<file path="src/rtl/psi_pkg.sv">
// Shared constants and types for the PSI set encoder front end.
package psi_pkg;

  localparam int unsigned N_PARTIES = 5;
  localparam int unsigned B         = 10;
  localparam int unsigned IDX_W     = 4;
  localparam int unsigned PID_W     = 3;

  typedef enum logic {
    COLLECT = 1'b0,
    PRESENT = 1'b1
  } state_t;

  typedef logic [B-1:0] memb_vec_t;

endpackage

</file>
<file path="src/rtl/psi_party_vec.sv">
// One party's membership vector and set-closed flag.
module psi_party_vec
  import psi_pkg::*;
(
  input  logic             clk,
  input  logic             rst,
  input  logic             clr,
  input  logic             set_en,
  input  logic [IDX_W-1:0] set_idx,
  input  logic             done_set,
  output memb_vec_t        vec,
  output logic             done
);

  always_ff @(posedge clk) begin
    if (rst || clr) begin
      vec  <= '0;
      done <= 1'b0;
    end else begin
      // Caller only asserts set_en for in-range indices.
      if (set_en)   vec  <= vec | (memb_vec_t'(1) << set_idx);
      if (done_set) done <= 1'b1;
    end
  end

endmodule

</file>
<file path="src/rtl/psi_set_encoder.sv">
// Collects per-party element beats into membership vectors and presents a full round.
module psi_set_encoder
  import psi_pkg::*;
(
  input  logic                   clk,
  input  logic                   rst,
  input  logic                   in_valid,
  output logic                   in_ready,
  input  logic [PID_W-1:0]       in_party,
  input  logic [IDX_W-1:0]       in_idx,
  input  logic                   in_null,
  input  logic                   in_last,
  output logic                   out_valid,
  input  logic                   out_ready,
  output logic [N_PARTIES*B-1:0] p_input,
  output logic                   err
);

  localparam logic [PID_W-1:0] PARTY_LIM = PID_W'(N_PARTIES);
  localparam logic [IDX_W-1:0] IDX_LIM   = IDX_W'(B);

  state_t                 state;
  memb_vec_t              vec [N_PARTIES];
  logic [N_PARTIES-1:0]   done;
  logic [N_PARTIES-1:0]   hit;
  logic [N_PARTIES-1:0]   set_en;
  logic [N_PARTIES-1:0]   done_set;
  logic                   accept;
  logic                   party_ok;
  logic                   idx_ok;
  logic                   party_done;
  logic                   take;
  logic                   drop;
  logic                   go_present;
  logic                   handoff;

  assign in_ready  = (state == COLLECT) && !rst;
  assign out_valid = (state == PRESENT);
  assign accept    = in_valid && in_ready;
  assign handoff   = (state == PRESENT) && out_ready;

  assign party_ok  = in_party < PARTY_LIM;
  assign idx_ok    = in_idx < IDX_LIM;

  always_comb begin
    hit = '0;
    for (int unsigned k = 0; k < N_PARTIES; k++) begin
      hit[k] = (in_party == PID_W'(k));
    end
  end

  assign party_done = |(hit & done);
  assign take       = accept && party_ok && !party_done;
  assign set_en     = (take && !in_null && idx_ok) ? hit : '0;
  assign done_set   = (take && in_last) ? hit : '0;
  assign drop       = accept && (!party_ok || party_done || (!in_null && !idx_ok));
  assign go_present = accept && (&(done | done_set));

  always_ff @(posedge clk) begin
    if (rst) begin
      state <= COLLECT;
      err   <= 1'b0;
    end else begin
      case (state)
        COLLECT: begin
          if (drop)       err   <= 1'b1;
          if (go_present) state <= PRESENT;
        end
        PRESENT: begin
          if (out_ready) begin
            state <= COLLECT;
            err   <= 1'b0;
          end
        end
        default: state <= COLLECT;
      endcase
    end
  end

  for (genvar k = 0; k < N_PARTIES; k++) begin : g_party
    psi_party_vec u_vec (
      .clk      (clk),
      .rst      (rst),
      .clr      (handoff),
      .set_en   (set_en[k]),
      .set_idx  (in_idx),
      .done_set (done_set[k]),
      .vec      (vec[k]),
      .done     (done[k])
    );
    assign p_input[k*B +: B] = vec[k];
  end

endmodule

</file>
<file path="config.mk">
export PLATFORM = sky130hd
export DESIGN_NAME = psi_set_encoder
export DESIGN_NICKNAME = d
export VERILOG_FILES = /design/src/rtl/psi_pkg.sv /design/src/rtl/psi_party_vec.sv /design/src/rtl/psi_set_encoder.sv
export SDC_FILE = /design/constraint.sdc
export NUM_CORES = 1
export LEC_CHECK = 0
export CAP_MARGIN = 15
export CORE_AREA = 2 2 85 87
export DETAILED_ROUTE_END_ITERATION = 8
export DIE_AREA = 0 0 87 89
export GPL_ROUTABILITY_DRIVEN = 0
export GPL_TIMING_DRIVEN = 0
export SYNTH_ARGS = -nofsm -noshare
export SYNTH_HDL_FRONTEND = slang
export SYNTH_SLANG_ARGS = --single-unit
</file>
<file path="constraint.sdc">
create_clock -name clk -period 2.2 [get_ports clk]
set_input_delay 0.22 -clock clk [delete_from_list [all_inputs] [get_ports clk]]
set_output_delay 0.22 -clock clk [all_outputs]
set_load 0.03 [all_outputs]
</file>
==> summary.md <==
| Metric | Value |
|---|---|
| Unrepaired setup endpoints after global routing | no |
| Vias | 2,074 |
| Syn Inst Count | roughly 240 |
| Global route overflow | 0 |
| CTS H-tree depth | 3 |
| Crit path launch | in_party[2] |
| Worst slack at placement | -417.0 ps |
| CP endpoint kind | flop |
| CTS tree | done |
| Most common cell after layout, fill and taps aside | clkdlybuf4s50_1 |
| CP max FO | 8 |
| Crit path kind | input port to flop |
| Pwr Density | around 730 mW/mm^2 |
| EDFF count, synth | 0 |
| Final Max Slew Viols | 0 |
| Die area | slightly below 0.008 sq mm |
| Cts hold-fix bufs | 0 |
| Residual DRC count | 0 |
| Synth Cell Area | roughly 0.0023 sq mm |
| Seq/Total Area, Yosys | 0.5067 |
| Ys Warns | 0 |
| Number of nets still failing antenna checks after routing | 0 |
| Worst rel slew slack | 0.4930 |
| WL/cell | between 15 and 20 microns |
| Port buffer count | 64 |
| Top_reg_cell synth | dfxtp_1 |
| R2R cell count | 5 |
| Boundary pin count | 66 |
| Commonest cells after routing, fill and taps aside | clkdlybuf4s50_1, dfxtp_1, nor2_1 |
| Critical-path cell list | clkdlybuf4s50_1 > or4b_1 > buf_2 > nor3_4 > o2111ai_4 > o21ai_0 |
| Initial core utilization | 0.3352 |
| CORE AREA | 0.006719 sq mm |
| Die width | slightly below 90 microns |
| Max Root-Sink Buffers | 2 |
| Period minus WS final | around 2000 ps |
| Row count | 30 |
| CTS sink cnt | 57 |
| CP peak stage delay | between 500 and 600 ps |
| Worst-skew pair later-pin latency | about 330 ps |
| Chip height | approximately 89 microns |
| Peak supply drop | 0.3442 mV |
| Fin worst setup slack | ~160 ps |
| Num CTS Buffers | 9 |
| Largest net degree at the start of global routing | 11 |
| Drt first pass iters | 4 |
| Maximum clock frequency | 489.7 MHz |
| Max cap viols | 0 |
| Tot GR Track Use | 0.1680 |
| Post-CTS setup buffers | 0 |
| Crit Reg-Reg Startpoint | out_valid |
| Final Hold Fails | 0 |
| Run status | finished, final reports clean |
| Cell depth of the worst hold path | 2 |
| Antenna violations before repair | 0 |
| Layout cells sized above 1 | 0.1019 |
| Final Cycle Share | 0.9283 |
| WP data arrival | between 2000 and 2500 ps |
| Vias in the first global route | 1,989 |
| Clk_skew | 7.412 ps |
| Syn_area_per_cell | just over 9 sq um |
| Yosys top cell area share | 0.5067 |
| CTS Root Cell | clkbuf_8 |
| Iter 0 DRT Violations | 77 |
| Async S/R FF share, synth | 0 |
| Synth Register Bits | 57 |
| Area growth from synthesis to layout | 45.72% |
| Worst min path class | flop to flop |
| Cell taking the most area after synthesis | dfxtp_1 |
| Netlist cell types | 40 |
| Antenna Cells | 0 |
| Detailed Route WL | ~6200 microns |
| Leakage Power | about 1.1 nW |
| Critical path startpoint category | input port |
| Setup violators final | 0 |
| Worst Hold Launch | g_party[1].u_vec.vec[8] |
| HPWL after DPL | 4405 microns |
| First-pass GRT wire length | about 9800 microns |
| Worst slew pin tran | 760.5 ps |
| CP max stage cell | or4b_1 |
| Syn Nets | around 260 |
| Vias per cell | 5.134 |
| Reg clk slew, reported paths | approximately 70 ps |
| Final Util | 0.4885 |
| Req. time, crit path | between 2000 and 2500 ps |
| Fin nets | around 330 |
| Synth top area cells | dfxtp_1, a21oi_1, nor2_1, a22o_1, o21ai_0 |
==> stage by stage <==
stage                     setup TNS, ps  power (W)  hold WS [ps]  area (sq um)  cells
after floorplan                       0   0.001144         467.3          2252    244
after global placement            -8838   0.001204         436.8          2993    388
after detailed placement         -10110   0.001206         435.3          2993    388
after CTS                             0   0.002406         452.1          3243    404
after global routing                  0   0.002478         466.6          3282    404
final                                 0   0.002395         451.4          3282    404
==> critical path, delay by kind of cell <==
kind	cells	cell delay, ps
buffers and inverters	2	710
AOI/OAI and AO/OA	2	490
and+or+nand+nor	2	860
==> sequential cells by signal, summed over array words and instances (netlist names) <==
register,count
g_party.u_vec.done,5
err,1
out_valid,1
g_party.u_vec.vec,50
==> synthesized netlist by cell type (2+ instances only) <==
cell       instances
a21oi_1           21
a22o_1            11
a31oi_1            5
a32o_1             6
and2_1             5
and3_1             3
clkbuf_1          12
dfxtp_1           57
inv_1              6
nand2_1           23
nand2b_1           3
nand3_1            3
nor2_1            26
nor2b_1            3
nor3_1             3
nor3b_1            2
nor4_1             3
nor4_4             2
nor4bb_1           2
o2111ai_1          5
o21ai_0           19
or2_2              2
or3b_2             4
or4b_2             2
==> what timing repair did <==
action                     in CTS  in global routing
gates resized for setup         1                  5
setup endpoints to repair       8                 27
pin swaps                       0                  3
==> worst paths after layout <==
path | endpoint | slack [ps]
hold reg to reg | g_party[1].u_vec.vec[8] | 450
setup reg to reg | g_party[1].u_vec.vec[0] | 280
hold / removal | g_party[1].u_vec.vec[8] | 450
setup / recovery | g_party[1].u_vec.vec[0] | 160
==> logic make-up (layout without fill, tap and decap cells) <==
family / count (synthesis) / count (layout) / synth area share
flip-flops: 57 / 57 / 0.5067
AO/OA/AOI/OAI: 76 / 76 / 0.2256
buffers and inverters: 19 / 99 / 0.03222
AND/OR/NAND/NOR: 91 / 91 / 0.2306
multiplexers: 1 / 1 / 0.005000
==> power by group <==
part,leakage (nW),internal [W],switching (W)
logic,0.528,0.0000508,0.0000992
clock network,0.121,0.000789,0.000417
registers,0.459,0.00104,0.00000339
==> final cells by class <==
type / instances / area, sq um
buffer: 13 / 50.05
multi-input combinational: 168 / 1084
clock buffer: 12 / 145.1
timing repair buffer: 64 / 640.6
inverter: 6 / 22.52
fill: 647 / 3437
sequential: 57 / 1141
tap: 80 / 100.1
clock inverter: 4 / 98.84
==> metal layers <==
layer / track usage / wire length [microns] / vias to the layer above
met5: 0 / 0 / -
met4: 0.08949 / 142 / 0
met3: 0.03509 / 229 / 11
met2: 0.2526 / 2822 / 48
met1: 0.2267 / 2985 / 966
li1: - / - / 1049
No activity file was read; power rests on OpenSTA's default activity.
